[src/rtl/light_mon_pkg.sv]
// light_mon_pkg
// Shared types and constants for the traffic light phase monitor.
//   state_t        : monitor FSM states (WAIT, NS_GO, EW_GO, ALL_RED, FAULT)
//   PH_*           : encodings driven on the 2-bit phase output
//   FC_*           : fault cause codes, lower value = higher priority
//   decode_pattern : maps the four lamp drives onto a phase state
//   is_green       : true for the two green phase states
package light_mon_pkg;

    typedef enum logic [2:0] {
        ST_WAIT    = 3'd0,
        ST_NS_GO   = 3'd1,
        ST_EW_GO   = 3'd2,
        ST_ALL_RED = 3'd3,
        ST_FAULT   = 3'd4
    } state_t;

    localparam logic [1:0] PH_WAIT    = 2'd0;
    localparam logic [1:0] PH_NS_GO   = 2'd1;
    localparam logic [1:0] PH_EW_GO   = 2'd2;
    localparam logic [1:0] PH_ALL_RED = 2'd3;

    localparam logic [2:0] FC_NONE     = 3'd0;
    localparam logic [2:0] FC_CONFLICT = 3'd1;
    localparam logic [2:0] FC_ILLEGAL  = 3'd2;
    localparam logic [2:0] FC_SHORT    = 3'd3;
    localparam logic [2:0] FC_STUCK    = 3'd4;
    localparam logic [2:0] FC_NOALLRED = 3'd5;

    // Returns the phase a sampled lamp pattern represents, or ST_WAIT
    // when the pattern is not one of the three legal phases.
    function automatic state_t decode_pattern(input logic ns_red,
                                              input logic ns_green,
                                              input logic ew_red,
                                              input logic ew_green);
        state_t pat;
        pat = ST_WAIT;
        if (ns_green && !ns_red && ew_red && !ew_green)
            pat = ST_NS_GO;
        else if (ew_green && !ew_red && ns_red && !ns_green)
            pat = ST_EW_GO;
        else if (ns_red && !ns_green && ew_red && !ew_green)
            pat = ST_ALL_RED;
        return pat;
    endfunction

    function automatic logic is_green(input state_t s);
        return (s == ST_NS_GO) || (s == ST_EW_GO);
    endfunction

endpackage

[src/rtl/light_flash_div.sv]
// light_flash_div
// Fail-safe flashing-red generator used while the monitor sits in FAULT.
//   clk       in  system clock
//   reset     in  asynchronous active-high reset
//   start     in  pulse on the edge that enters FAULT; forces flash_red high
//   hold      in  high while FAULT is kept; advances the divider
//   flash_red out toggles every FLASH_DIV cycles after start, 0 otherwise
module light_flash_div #(
    parameter int FLASH_DIV = 8
) (
    input  logic clk,
    input  logic reset,
    input  logic start,
    input  logic hold,
    output logic flash_red
);

    localparam int CW = (FLASH_DIV > 1) ? $clog2(FLASH_DIV) : 1;

    logic [CW-1:0] div_cnt;

    // Entry loads a lit lamp and restarts the divider; any cycle that is
    // neither entry nor hold means FAULT was left, so everything clears.
    always_ff @(posedge clk or posedge reset) begin
        if (reset) begin
            div_cnt   <= '0;
            flash_red <= 1'b0;
        end else if (start) begin
            div_cnt   <= '0;
            flash_red <= 1'b1;
        end else if (hold) begin
            if (div_cnt == CW'(FLASH_DIV - 1)) begin
                div_cnt   <= '0;
                flash_red <= ~flash_red;
            end else begin
                div_cnt <= div_cnt + CW'(1);
            end
        end else begin
            div_cnt   <= '0;
            flash_red <= 1'b0;
        end
    end

endmodule

[src/rtl/light_phase_monitor.sv]
// light_phase_monitor
// Watches the traffic light controller lamp drives, tracks the active
// phase, checks legality and dwell times, latches the first fault cause
// and requests fail-safe flashing red until the fault is cleared.
//   clk          in  system clock
//   reset        in  asynchronous active-high reset
//   NS_red/NS_green/EW_red/EW_green  in  lamp drives sampled every clock
//   clear_fault  in  request to leave FAULT (honoured on a legal pattern)
//   fault        out latched fault flag
//   fault_code   out first fault cause (FC_*), 0 when healthy
//   flash_red    out flashing-red request
//   phase        out 0 WAIT, 1 NS_GO, 2 EW_GO, 3 ALL_RED
//   cycle_count  out completed NS->EW->NS cycles, wraps
// Build option: define LIGHT_MON_ALLRED_CHECK_EN to require an ALL_RED
// of at least MIN_ALLRED samples between any two green phases.
module light_phase_monitor
    import light_mon_pkg::*;
#(
    parameter int MIN_GREEN  = 4,
    parameter int MAX_PHASE  = 64,
    parameter int MIN_ALLRED = 1,
    parameter int FLASH_DIV  = 8,
    parameter int DWELL_W    = 8,
    parameter int CNT_W      = 8
) (
    input  logic             clk,
    input  logic             reset,
    input  logic             NS_red,
    input  logic             NS_green,
    input  logic             EW_red,
    input  logic             EW_green,
    input  logic             clear_fault,
    output logic             fault,
    output logic [2:0]       fault_code,
    output logic             flash_red,
    output logic [1:0]       phase,
    output logic [CNT_W-1:0] cycle_count
);

`ifdef LIGHT_MON_ALLRED_CHECK_EN
    localparam bit ALLRED_CHECK = 1'b1;
`else
    localparam bit ALLRED_CHECK = 1'b0;
`endif

    state_t             state, next_state;
    state_t             last_green, last_green_next;
    state_t             pat;
    logic [DWELL_W-1:0] dwell, dwell_next;
    logic [2:0]         viol;
    logic               conflict, illegal, count_inc;
    logic               fault_start, fault_hold;

    assign pat      = decode_pattern(NS_red, NS_green, EW_red, EW_green);
    assign conflict = NS_green & EW_green;
    assign illegal  = ~(NS_red ^ NS_green) | ~(EW_red ^ EW_green);

    assign fault_start = (state != ST_FAULT) && (next_state == ST_FAULT);
    assign fault_hold  = (state == ST_FAULT) && (next_state == ST_FAULT);

    // State register plus the registered side data: dwell, the last green
    // phase seen (ST_WAIT means none since WAIT), fault cause and cycle
    // counter. The cause is loaded only on entry so it is never overwritten.
    always_ff @(posedge clk or posedge reset) begin
        if (reset) begin
            state       <= ST_WAIT;
            last_green  <= ST_WAIT;
            dwell       <= '0;
            fault_code  <= FC_NONE;
            cycle_count <= '0;
        end else begin
            state      <= next_state;
            last_green <= last_green_next;
            dwell      <= dwell_next;
            if (fault_start)
                fault_code <= viol;
            else if (state == ST_FAULT && next_state != ST_FAULT)
                fault_code <= FC_NONE;
            if (count_inc)
                cycle_count <= cycle_count + CNT_W'(1);
        end
    end

    // Next-state logic. Checks are written in priority order so the
    // lowest fault code wins when several violations coincide.
    always_comb begin
        next_state      = state;
        last_green_next = last_green;
        dwell_next      = dwell;
        viol            = FC_NONE;
        count_inc       = 1'b0;
        if (state == ST_FAULT) begin
            if (clear_fault && pat != ST_WAIT) begin
                next_state      = ST_WAIT;
                last_green_next = ST_WAIT;
                dwell_next      = '0;
            end
        end else begin
            if (conflict) begin
                viol = FC_CONFLICT;
            end else if (illegal) begin
                viol = FC_ILLEGAL;
            end else if (state == ST_WAIT) begin
                next_state = pat;
                dwell_next = DWELL_W'(1);
                if (is_green(pat))
                    last_green_next = pat;
            end else if (pat == state) begin
                if (dwell == DWELL_W'(MAX_PHASE))
                    viol = FC_STUCK;
                else
                    dwell_next = dwell + DWELL_W'(1);
            end else if (is_green(state) && dwell < DWELL_W'(MIN_GREEN)) begin
                viol = FC_SHORT;
            end else if (ALLRED_CHECK && is_green(pat) &&
                         (is_green(state) ||
                          (state == ST_ALL_RED && dwell < DWELL_W'(MIN_ALLRED)))) begin
                viol = FC_NOALLRED;
            end else begin
                next_state = pat;
                dwell_next = DWELL_W'(1);
                if (is_green(pat))
                    last_green_next = pat;
                if (pat == ST_NS_GO && last_green == ST_EW_GO)
                    count_inc = 1'b1;
            end
            if (viol != FC_NONE)
                next_state = ST_FAULT;
        end
    end

    // Output decode straight from the state register; FAULT reports phase 0.
    always_comb begin
        fault = 1'b0;
        phase = PH_WAIT;
        case (state)
            ST_NS_GO:   phase = PH_NS_GO;
            ST_EW_GO:   phase = PH_EW_GO;
            ST_ALL_RED: phase = PH_ALL_RED;
            ST_FAULT:   fault = 1'b1;
            default:    phase = PH_WAIT;
        endcase
    end

    light_flash_div #(
        .FLASH_DIV (FLASH_DIV)
    ) u_flash_div (
        .clk       (clk),
        .reset     (reset),
        .start     (fault_start),
        .hold      (fault_hold),
        .flash_red (flash_red)
    );

endmodule

[config.mk]
export PLATFORM = sky130hd
export DESIGN_NAME = light_phase_monitor
export DESIGN_NICKNAME = d
export VERILOG_FILES = /design/src/rtl/light_mon_pkg.sv /design/src/rtl/light_flash_div.sv /design/src/rtl/light_phase_monitor.sv
export SDC_FILE = /design/constraint.sdc
export NUM_CORES = 1
export LEC_CHECK = 0
export ABC_AREA = 1
export CAP_MARGIN = 5
export CORE_MARGIN = 2
export CORE_UTILIZATION = 56
export CTS_CLUSTER_SIZE = 10
export DETAILED_ROUTE_END_ITERATION = 10
export PLACE_DENSITY = 0.78
export SYNTH_ARGS = -nofsm -noshare
export SYNTH_HDL_FRONTEND = slang
export SYNTH_SLANG_ARGS = --single-unit
[constraint.sdc]
create_clock -name clk -period 2.9 [get_ports clk]
set_input_delay 0.58 -clock clk [delete_from_list [all_inputs] [get_ports clk]]
set_output_delay 0.58 -clock clk [all_outputs]
set_load 0.02 [all_outputs]
Word level (Yosys, flattened, before mapping):

Cells that the tools add are included.

* register bits after elaboration: 29
* word-level logic and storage cells: 118

* add/sub/neg operators: 3
* magnitude comparators: 1
* equality and inequality tests: 21
* multiplexer cells: 52
* bitwise gates (word level): 7
* reduce and logical (&&, ||, !) cells: 27

Operators by type and width (number)
* 3-bit two-way mux: 28
* 8-bit two-way mux: 8
* 8-bit by 1-bit adder with 8-bit output, second input constant: 2
* 1-bit logical AND: 15
* 3-bit by 2-bit equality test with 1-bit output, second input constant: 4
* 3-bit != test, second input constant: 4
* 1-bit two-way mux: 11
* 5-bit AND reduction: 2
* 3-bit equality test, second input constant: 3
* 8-bit by 7-bit equality test with 1-bit output, second input constant: 1
* 8-bit by 3-bit less-than comparator with 1-bit output, second input constant: 1
* 2-bit two-way mux: 4
* 4-bit != test, second input constant: 2
* 3-bit by 1-bit equality test with 1-bit output, second input constant: 2
* 2-bit by 1-bit != test with 1-bit output, second input constant: 3
* 2-bit one-hot mux with 3 select lines: 1
* 3-bit nonzero test: 2
* 1-bit zero test: 4
* 3-bit by 1-bit adder with 3-bit output, second input constant: 1
* 3-bit equality test: 1
* 3-bit zero test: 1
* 3-bit by 2-bit != test with 1-bit output, second input constant: 1
* 1-bit NOT: 3
* 1-bit logical OR: 2
* 4 further kinds: 5

Depth between registers and ports, before layout:

Gate-level depths: netlist of run 1.

* depth after elaboration: 20
* gate-level depth with buffers: 17

Cells and area by module:

From an unflattened synthesis of run 1, not the netlist that was laid out.

* cell total of the unflattened synthesis: 260
* area, all modules: 1906.8 um2

By module, submodules not included
* light_phase_monitor: instances 1, cells each 240, area each 1726.7 um2
* light_flash_div: instances 1, cells each 20, area each 180.2 um2

Worst setup path before layout of run 1:

OpenSTA, ideal clock, no wires.

* path kind: input port to flip-flop
* from: input port NS_red
* to: register fault_code[2]
* arrival: 2.732 ns
* setup slack: 0.086 ns
* stages: 12
* cell sequence: inv_1 > ha_1 > nand3_2 > and2_1 > ha_1 > nand3b_2 > o21ai_2 > nand2_1 > ha_1 > nor3_1 > inv_1 > o21ai_0

* word-level cells in the longest chain between the ends: 18
* elaborated cells between the ends (all ways): 39
* those cells by class: eq/ne (3); mux (18); bitwise (3); reduce/logical (15)

Ends and longest elaborated chain
* start: declaration: line light_phase_monitor.sv:28 `input logic NS_red,`
* 1-bit logical AND (3 in a row): line light_mon_pkg.sv:42 `else if (ns_red && !ns_green && ew_red && !ew_green)`
* 2-bit two-way mux: line light_mon_pkg.sv:42
* 2-bit two-way mux: line light_mon_pkg.sv:40 `else if (ew_green && !ew_red && ns_red && !ns_green)`
* 2-bit two-way mux: line light_mon_pkg.sv:38 `if (ns_green && !ns_red && ew_red && !ew_green)`
* 3-bit equality test: line light_phase_monitor.sv:108 `end else if (pat == state) begin`
* 3-bit two-way mux: line light_phase_monitor.sv:108
* 3-bit two-way mux: line light_phase_monitor.sv:103 `end else if (state == ST_WAIT) begin`
* 3-bit two-way mux: line light_phase_monitor.sv:101 `end else if (illegal) begin`
* 3-bit two-way mux: line light_phase_monitor.sv:99 `if (conflict) begin`
* 3-bit two-way mux: line light_phase_monitor.sv:92 `if (state == ST_FAULT) begin`
* 3-bit nonzero test: line light_phase_monitor.sv:127 `if (viol != FC_NONE)`
* 3-bit two-way mux: line light_phase_monitor.sv:127
* 3-bit two-way mux: line light_phase_monitor.sv:92
* 3-bit equality test / 3-bit != test (equally long branches): line light_phase_monitor.sv:58, light_phase_monitor.sv:77
* 1-bit logical AND, on equally long branches: line light_phase_monitor.sv:58, light_phase_monitor.sv:77
* 3-bit two-way mux / 2-bit nonzero test (equally long branches)
* end signal: assignment: line light_phase_monitor.sv:76 `fault_code <= viol;`
* end: declaration: line light_phase_monitor.sv:34 `output logic [2:0] fault_code,`

Several ways; a longest one is shown, not always the timed one. The select of a mux whose other input is x is not followed.
A chain may end at the register's enable or synchronous reset.

Final worst setup path of run 1:

* from: input port NS_green
* to: register fault_code[2]

* word-level cells in the longest chain between the ends: 19
* elaborated cells between the ends (all ways): 39
* those cells by class: eq/ne (3); mux (18); bitwise (4); reduce/logical (14)

Ends and longest elaborated chain
* start: declaration: line light_phase_monitor.sv:29 `input logic NS_green,`
* 1-bit zero test: line light_mon_pkg.sv:40, light_mon_pkg.sv:42
* 1-bit logical AND (3 in a row): line light_mon_pkg.sv:42
* 2-bit two-way mux: line light_mon_pkg.sv:42
* 2-bit two-way mux: line light_mon_pkg.sv:40
* 2-bit two-way mux: line light_mon_pkg.sv:38
* 3-bit equality test: line light_phase_monitor.sv:108
* 3-bit two-way mux: line light_phase_monitor.sv:108
* 3-bit two-way mux: line light_phase_monitor.sv:103
* 3-bit two-way mux: line light_phase_monitor.sv:101
* 3-bit two-way mux: line light_phase_monitor.sv:99
* 3-bit two-way mux: line light_phase_monitor.sv:92
* 3-bit nonzero test: line light_phase_monitor.sv:127
* 3-bit two-way mux: line light_phase_monitor.sv:127
* 3-bit two-way mux: line light_phase_monitor.sv:92
* 3-bit equality test / 3-bit != test (equally long branches): line light_phase_monitor.sv:58, light_phase_monitor.sv:77
* 1-bit logical AND, on equally long branches: line light_phase_monitor.sv:58, light_phase_monitor.sv:77
* 3-bit two-way mux / 2-bit nonzero test (equally long branches)

Several ways; a longest one is shown, not always the timed one. The select of a mux whose other input is x is not followed.

==> flow_summary.json, run 1 <==
{
  "status": "finished clean",
  "post_drt_wl_per_cell_um": 12.0,
  "clk_pin_slew_ps": 150,
  "stdcell_count": 338,
  "reg2regPathDepth": 10,
  "synth_compound_area_share_pct": 5.63,
  "yosys.area_share.simple_pct": 40.3,
  "p_sw_w": 0.000260,
  "clk_path_buf_depth": 2,
  "firstDrtPassIters": 4,
  "holdPathStages": 1,
  "worst_pin_slew_ps": 366,
  "crit_type": "in -> reg",
  "clock_sinks": 28,
  "drt_iter0_drc": 96,
  "synth.distinct_cells": 31,
  "internal_power_w": 0.000598,
  "cts-root-buf": "clkbuf_4",
  "power_density_nw_per_um2": 355,
  "cts_tree": "built",
  "final_antenna_net_count": 0,
  "grt_first_pass_wirelength_um": 7250,
  "reg2reg_to": "fault_code[2]$_DFFE_PP0P_",
  "grt_overflow": 0,
  "path_cells": "clkdlybuf4s50_1, inv_2, ha_1, nand2_1, nor2_2, nand2_2, and2_1, ha_1, nand3b_2, o21ai_2, nand2_1, ha_1, nor3_4, inv_1, o21ai_0",
  "gp_congestion": 0.858,
  "combPwrFrac_pct": 26.0,
  "cpLargestDelayFamily": "simple AND/OR/NAND/NOR gates",
  "grt_max_degree": 29,
  "vdd_drop_max_uv": 199,
  "worst_ep_required_time_ps": 3160,
  "p_seq_share_pct": 51.4,
  "endpoint_kind": "flop",
  "rows": 21,
  "fin_util_pct": 72.4,
  "min_period_ps": 2720,
  "syn-num-nets": 263,
  "layout-drive-gt1-share_pct": 21.2,
  "place_ws_ps": -316,
  "r2r_start": "state[0]$_DFF_PP0_",
  "critPathSlowestCell": "clkdlybuf4s50_1",
  "max_clock_freq_ghz": 0.367,
  "drv_slew": 0,
  "hold-worst-slack_ps": 456,
  "die-area_um2": 3940,
  "crit_fanout": 3,
  "numCtsBuffers": 3,
  "avgSynthCellArea_um2": 7.89,
  "grtUsageTotal_pct": 22.9,
  "synthXorXnorAreaFrac_pct": 5.89,
  "ys_seq_area_share_pct": 36.2,
  "arrival_ps": 2990,
  "setup_violations": 0,
  "n_antenna_cell": 0,
  "die_h_um": 62.8,
  "postRouteWirelength_um": 4070,
  "rsz0062_at_grt": "true",
  "skew_ps": 5.87,
  "io-pin-count": 22,
  "muxShareOfSynthArea_pct": 0,
  "synth_top_family_by_area": "simple AND/OR/NAND/NOR gates",
  "finalHoldViolations": 0,
  "antenna_found_initial": 0,
  "dp.cells": 333,
  "vias_per_cell": 5.13,
  "hold_start": "u_flash_div.div_cnt[0]$_DFF_PP0_",
  "cts_max_level": 1,
  "r2r_slack_ps": 790,
  "path_buf_inv": 3,
  "dp_hpwl_um": 3150,
  "synthFlopType": "dfrtp_1",
  "timing.slew.headroom_pct": 75.5,
  "ys_ff_latch": 28,
  "coreArea_um2": 3340,
  "leakage_nw": 1.19,
  "layout.nets": 311,
  "io_buffers": 21,
  "cpMostUsedCell": "ha_1",
  "synth-warning-count": 0,
  "grt_pass1_vias": 1665,
  "netlist_area_um2": 1930,
  "synthAdderAreaFrac_pct": 7.12,
  "synth_edf_count": 0,
  "remaining_drc_errors": 0,
  "hold_end": "u_flash_div.div_cnt[0]$_DFF_PP0_",
  "syn_to_final_growth_pct": 25.0,
  "final.setup.tns_ps": 0,
  "synthCells": 245,
  "start_util_pct": 57.9,
  "drv_cap": 0,
  "worst_hold_path_type": "reg -> reg",
  "pwr-share-clk_pct": 22.6,
  "cts_hold_buf": 0,
  "via_count": 1733,
  "max_stage_delay_ps": 450,
  "clk_latency_ps": 330,
  "fin_crit_sh_pct": 93.8,
  "setup_slack_ps": 179,
  "fp.dieW_um": 62.8,
  "async_reset_ff_share_pct": 100,
  "swShare_pct": 30.3,
  "cp-start-kind": "primary input"
}
[logic make-up (layout without fill, tap and decap cells)]
| logic type | after synthesis | after routing |
|---|---|---|
| xor+xnor | 13 | 13 |
| fa+ha+maj | 11 | 11 |
| simple gates | 154 | 154 |
| compound gates | 14 | 14 |
| flops | 28 | 28 |
| buf+inv | 25 | 72 |
[worst max-delay path by stage]
stage / startpoint / endpoint / slack [ps] / depth (start not counted)
2_1_floorplan: NS_red / fault_code[2]$_DFFE_PP0P_ / 90 / 12
3_3_place_gp: NS_green / fault_code[2]$_DFFE_PP0P_ / -110 / 15
3_5_place_dp: NS_red / fault_code[2]$_DFFE_PP0P_ / -320 / 14
4_1_cts: NS_red / fault_code[2]$_DFFE_PP0P_ / 40 / 14
5_1_grt: NS_green / fault_code[2]$_DFFE_PP0P_ / -20 / 15
6_report: NS_green / fault_code[2]$_DFFE_PP0P_ / 180 / 15
[per-stage QoR]
| stage | total power, W | instance area [µm²] |
|---|---|---|
| global route | 0.000909 | 2420 |
| CTS | 0.000865 | 2390 |
| floorplan | 0.000578 | 1930 |
| detailed placement | 0.000670 | 2360 |
| global placement | 0.000660 | 2360 |
| finish | 0.000858 | 2420 |
[layout by cell type, fill, tap and decap left out, drive strengths merged]
master,instances
clkdlybuf4s50,21
xnor2,6
o21ai,9
a21oi,3
or2,2
ha,11
nand4,2
inv,24
nor2,19
nor3,12
o21a,1
xor2,7
nand3,39
and2,1
nand3b,2
clkinv,1
dfrtp,28
clkbuf,4
nand2,77
buf,22
o211ai,1
[metal layers]
layer  routed length (µm)  vias up  GRT usage [%]
li1                     -      898              -
met1                 1910      798           30.1
met2                 2010       33           38.8
met3                  108        4           3.24
met4                   36        0           7.50
met5                    0        -              0
[synthesized netlist by cell type, types with 2 or more instances]
library cell,instances,area [µm²]
a21oi_4,2,32.5
nand2_1,68,255
nand2_2,6,37.5
o21ai_1,6,30.0
or2_2,2,12.5
ha_1,11,138
o21ai_2,2,17.5
dfrtp_1,28,701
nor3_1,11,55.1
nand4_1,2,12.5
nor2_2,3,18.8
inv_2,6,22.5
nand3_1,34,170
nand2_4,3,33.8
inv_1,18,67.6
xnor2_1,6,52.6
nor2_1,14,52.6
nand3_2,4,40.0
xor2_1,7,61.3
[flip-flops by register name, summed over array words and instances (netlist names)]
register / count
fault_code: 3
cycle_count: 8
u_flash_div.flash_red: 1
u_flash_div.div_cnt: 3
dwell: 8
last_green: 2
state: 3
[layout make-up]
cell class | count | area [µm²]
Sequential cell | 28 | 701
Inverter | 25 | 93.8
Fill cell | 285 | 921
Multi-Input combinational cell | 192 | 1150
Clock buffer | 4 | 36.3
Timing Repair Buffer | 43 | 375
Tap cell | 46 | 57.6
[timing repair]
item	CTS	global route
gates resized for setup	0	3
setup endpoints to repair	0	3
setup buffers	0	1
[power groups by stage]
stage | Clock (W) | Combinational (W) | Sequential [W]
2_1_floorplan | 0 | 0.000124 | 0.000454
3_3_place_gp | 0 | 0.000213 | 0.000447
3_5_place_dp | 0 | 0.000221 | 0.000449
4_1_cts | 0.000202 | 0.000222 | 0.000441
5_1_grt | 0.000217 | 0.000248 | 0.000444
6_report | 0.000194 | 0.000223 | 0.000441
Power figures use the tool's default switching activity.
==> run 2, diff against run 1 <==
- ABC_CLOCK_PERIOD_IN_PS: unset -> 2900
- CORE_MARGIN: 2 -> 1
==> flow_summary.json, run 2 (synthesis gave the netlist of run 1 again) <==
{
  "largestRegisters": "cycle_count (8), dwell (8)",
  "grt_pass1_vias": 1684,
  "antenna_found_initial": 0,
  "fin_crit_sh_pct": 94.9,
  "seq_area_um2": 701,
  "max_stage_delay_ps": 520,
  "timing.slew.headroom_pct": 76.6,
  "finalHoldViolations": 0,
  "clk_pin_slew_ps": 150,
  "via_count": 1765,
  "grt_overflow": 0,
  "clk_latency_ps": 330,
  "status": "finished clean",
  "path_buf_inv": 2,
  "cpLargestDelayFamily": "simple AND/OR/NAND/NOR gates",
  "min_period_ps": 2750,
  "drv_cap": 0,
  "grtUsageTotal_pct": 26.5,
  "crit_fanout": 3,
  "place_ws_ps": -225,
  "cts_max_level": 1,
  "layout.nets": 313,
  "worst_pin_slew_ps": 351,
  "final.setup.tns_ps": 0,
  "coreArea_um2": 3150,
  "clock_sinks": 28,
  "vdd_drop_max_uv": 199,
  "die_h_um": 60.8,
  "io-pin-count": 22,
  "worst_hold_path_type": "reg -> reg",
  "cp-start-kind": "primary input",
  "dp_hpwl_um": 3250,
  "max_clock_freq_ghz": 0.364,
  "reg2regPathDepth": 10,
  "fillers": 247,
  "cts-root-buf": "clkbuf_4",
  "mostFrequentLayoutCell": "nand2_1",
  "leakage_nw": 1.18,
  "fp.dieW_um": 60.8,
  "clk_path_buf_depth": 2,
  "io_buffers": 21,
  "drv_slew": 0,
  "rows": 20,
  "cts.repair.resized": 0,
  "start_util_pct": 61.3,
  "reg2reg_to": "fault_code[2]$_DFFE_PP0P_",
  "multi_input_area_um2": 1140,
  "hold_start": "u_flash_div.div_cnt[0]$_DFF_PP0_",
  "n_antenna_cell": 0,
  "final_cell_mix": "68 x nand2_1, 34 x nand3_1, 28 x dfrtp_1",
  "die-area_um2": 3690,
  "r2r_slack_ps": 790,
  "path_cells": "clkdlybuf4s50_1, ha_1, nand2_1, nor2_1, nand2_2, and2_1, ha_1, nand3b_2, o21ai_2, nand2_1, ha_1, nor3_2, inv_1, o21ai_0",
  "syn_to_final_growth_pct": 24.5,
  "postRouteWirelength_um": 4140,
  "setup_slack_ps": 149,
  "cts_hold_buf": 0,
  "drt_iter0_drc": 91,
  "r2r_start": "state[0]$_DFF_PP0_",
  "remaining_drc_errors": 0,
  "setup_violations": 0,
  "gp_congestion": 0.871,
  "numCtsBuffers": 3,
  "post_drt_wl_per_cell_um": 12.3,
  "layout-drive-gt1-share_pct": 21.2,
  "power_density_nw_per_um2": 343,
  "holdPathStages": 1,
  "hold_end": "u_flash_div.div_cnt[0]$_DFF_PP0_",
  "vias_per_cell": 5.24,
  "skew_ps": 11.0,
  "cpMostUsedCell": "ha_1",
  "worst_ep_required_time_ps": 3160,
  "cts_tree": "built",
  "firstDrtPassIters": 4,
  "final_antenna_net_count": 0,
  "endpoint_kind": "flop",
  "grt_max_degree": 29,
  "post_cts_buffers": 0,
  "arrival_ps": 3010,
  "critPathSlowestCell": "clkdlybuf4s50_1",
  "grt_first_pass_wirelength_um": 7270,
  "crit_type": "in -> reg"
}
==> run 2: cell count changes in the layout (fill, tap and decap cells not counted) <==
cell	change
buf_4	+2
clkbuf_8	-1
nor2_1	+1
nor2_2	-1
nor3_2	+1
nor3_4	-1
==> run 2: area by class of cell <==
cell class | instances | share of cell area, %
clock buffers | 3 | 0.936
inverters | 25 | 3.90
multi-input cells | 192 | 47.5
flip-flops and latches | 28 | 29.1
well taps | 44 | 2.29
repair buffers | 45 | 16.2
==> run 2: worst max-delay path by stage <==
| stage | end | slack [ps] | depth (start not counted) | start |
|---|---|---|---|---|
| 2_1_floorplan | fault_code[2]$_DFFE_PP0P_ | 90 | 12 | NS_red |
| 3_3_place_gp | fault_code[2]$_DFFE_PP0P_ | -120 | 15 | NS_green |
| 3_5_place_dp | fault_code[2]$_DFFE_PP0P_ | -220 | 14 | NS_red |
| 4_1_cts | fault_code[2]$_DFFE_PP0P_ | 120 | 14 | NS_red |
| 5_1_grt | fault_code[2]$_DFFE_PP0P_ | -50 | 15 | NS_green |
| 6_report | fault_code[2]$_DFFE_PP0P_ | 150 | 14 | NS_red |
==> run 2: metal layers <==
layer / share of wire, % / up-vias / track usage, %
met2: 49 / 40 / 45.2
met3: 3.5 / 9 / 2.56
met5: 0 / - / 0
li1: - / 899 / -
met1: 46 / 817 / 34.4
met4: 1.6 / 0 / 11.4
==> run 2: power breakdown <==
part	switching (W)	leakage [nW]	internal (W)	total, W
combinational	0.000124	0.790	0.000102	0.000226
clock	0.000109	0.0138	0.0000488	0.000158
sequential	0.0000200	0.374	0.000421	0.000441
==> run 2: through the flow <==
step                hold WS [ps]  power, W  instance area [µm²]  util (%)  std cells
floorplan                    413  0.000578                 1930         -        245
detailed placement           472  0.000675                 2380      75.4        334
global placement             428  0.000664                 2380      75.4        334
CTS                          491  0.000833                 2400      76.2        337
finish                       482  0.000825                 2410      76.3        337
global route                 504  0.000884                 2410      76.3        337
==> run 3, diff against run 2 <==
- CORE_UTILIZATION: 56 -> 58
- CTS_BUF_LIST: unset -> sky130_fd_sc_hd__clkbuf_8
- PLACE_DENSITY: 0.78 -> 0.8
==> flow_summary.json, run 3 (synthesis gave the netlist of run 1 again) <==
{
  "numCtsBuffers": 3,
  "p_sw_w": 0.000273,
  "cts-root-buf": "clkbuf_8",
  "p_seq_share_pct": 48.0,
  "worst_ep_required_time_ps": 3130,
  "clk_latency_ps": 280,
  "r2r_start": "state[0]$_DFF_PP0_",
  "mostFrequentLayoutCell": "nand2_1",
  "remaining_drc_errors": 0,
  "io-pin-count": 22,
  "hold_start": "u_flash_div.div_cnt[0]$_DFF_PP0_",
  "final.setup.tns_ps": 0,
  "post_cts_buffers": 0,
  "worst_pin_slew_ps": 378,
  "rsz0062_at_grt": "false",
  "n_antenna_cell": 0,
  "largestRegisters": "cycle_count (8), dwell (8)",
  "start_util_pct": 62.3,
  "io_buffers": 21,
  "final_antenna_net_count": 0,
  "coreArea_um2": 3100,
  "grtUsageTotal_pct": 27.1,
  "grt_pass1_vias": 1667,
  "fp.dieW_um": 59.7,
  "endpoint_kind": "flop",
  "fin_util_pct": 79.0,
  "crit_fanout": 4,
  "combPwrFrac_pct": 24.9,
  "internal_power_w": 0.000646,
  "place_area_um2": 2360,
  "final_area_um2": 2450,
  "setup_slack_ps": 200,
  "min_period_ps": 2700,
  "skew_ps": 1.82,
  "die-area_um2": 3570,
  "vias_per_cell": 5.32,
  "clk_pin_slew_ps": 100,
  "fin_crit_sh_pct": 93.1,
  "drv_cap": 0,
  "die_h_um": 59.7,
  "place_ws_ps": -272,
  "final_cell_mix": "67 x nand2_1, 33 x nand3_1, 28 x dfrtp_1",
  "crit_type": "in -> reg",
  "cts_tree": "built",
  "grt_max_degree": 29,
  "antenna_found_initial": 0,
  "swShare_pct": 29.7,
  "layout.nets": 310,
  "max_clock_freq_ghz": 0.370,
  "post_drt_wl_per_cell_um": 13.1,
  "timing.slew.headroom_pct": 74.7,
  "multi_input_area_um2": 1170,
  "finalHoldViolations": 0,
  "vdd_drop_max_uv": 200,
  "setup_violations": 0,
  "syn_to_final_growth_pct": 26.9,
  "rows": 20,
  "postRouteWirelength_um": 4400,
  "via_count": 1781,
  "status": "finished clean",
  "drt_iter0_drc": 102,
  "power_density_nw_per_um2": 374,
  "worst_hold_path_type": "reg -> reg",
  "grt_overflow": 0,
  "arrival_ps": 2930,
  "cts_max_level": 1,
  "clk_path_buf_depth": 2,
  "stdcell_count": 335,
  "leakage_nw": 1.21,
  "dp.cells": 331,
  "drv_slew": 0,
  "cp-start-kind": "primary input",
  "grt_first_pass_wirelength_um": 7250,
  "firstDrtPassIters": 4,
  "fillers": 230,
  "gp_congestion": 0.836,
  "layout-drive-gt1-share_pct": 22.3,
  "clock_sinks": 28,
  "dp_hpwl_um": 3310,
  "seq_area_um2": 701,
  "cp-startpoint": "EW_red",
  "pwr-share-clk_pct": 27.1
}
==> run 3: cell count changes in the layout (fill, tap and decap cells not counted), moves of 2 or more <==
cell             previous run  this run
buf_4                      24        21
clkbuf_4                    3         0
clkbuf_8                    0         4
clkdlybuf4s50_1            21        19
dlymetal6s2s_1              0         2
ha_1                       11         8
ha_2                        0         2
==> run 3: final cells by class <==
cell class | count | area share, %
multi-input combinational | 192 | 47.9
sequential | 28 | 28.6
timing repair buffer | 42 | 15.2
inverter | 25 | 3.83
clock buffer | 4 | 2.24
tap | 44 | 2.24
==> run 3: power groups by stage <==
stage                     Clock, W  Combinational [W]  Sequential, W
final                     0.000249           0.000229       0.000441
after global routing      0.000270           0.000251       0.000445
after CTS                 0.000252           0.000221       0.000441
after detailed placement         0           0.000219       0.000449
after global placement           0           0.000213       0.000448
after floorplan                  0           0.000124       0.000454
==> run 3: final timing paths <==
path                                                     end  slack, ps  cells after the start
max in group asynchronous         cycle_count[1]$_DFFE_PP0P_       1970                      3
max reg2reg                        fault_code[2]$_DFFE_PP0P_        850                     10
min                         u_flash_div.div_cnt[0]$_DFF_PP0_        450                      1
min in group asynchronous   u_flash_div.div_cnt[1]$_DFF_PP0_        660                      3
max                        u_flash_div.flash_red$_DFFE_PP0P_        200                     18
min reg2reg                 u_flash_div.div_cnt[0]$_DFF_PP0_        450                      1
==> run 3: per-layer routing <==
layer  track usage [%]  part of all wire, %  vias up
met5                 0                    0        -
met4              9.97                  1.5        0
met3              1.95                  3.1        7
met2              49.5                   51       36
met1              33.2                   44      850
li1                  -                    -      888
==> run 3: worst max-delay path: stages <==
cell and delay, ps:
clkdlybuf4s50_1 470, inv_1 50, ha_1 200, nand3_2 90, nand2_2 60, buf_4 150, nand3_2 60, nand2_2 80
nor2_8 110, nand3_2 70, nand2_1 80, nand2_2 60, nand2_2 90, ha_2 200, inv_1 50, or2_2 300
o211ai_1 90, o21a_1 130
==> run 3: timing repair <==
action                     CTS  global route
resized for setup            1             9
pin swaps                    0             1
hold buffers                 0             0
setup endpoints to repair    1             5
==> run 3: per-stage QoR <==
| stage | total power, W | hold WS (ps) |
|---|---|---|
| final | 0.000918 | 451 |
| after global routing | 0.000965 | 475 |
| after CTS | 0.000915 | 449 |
| after detailed placement | 0.000668 | 435 |
| after global placement | 0.000661 | 433 |
| after floorplan | 0.000578 | 413 |
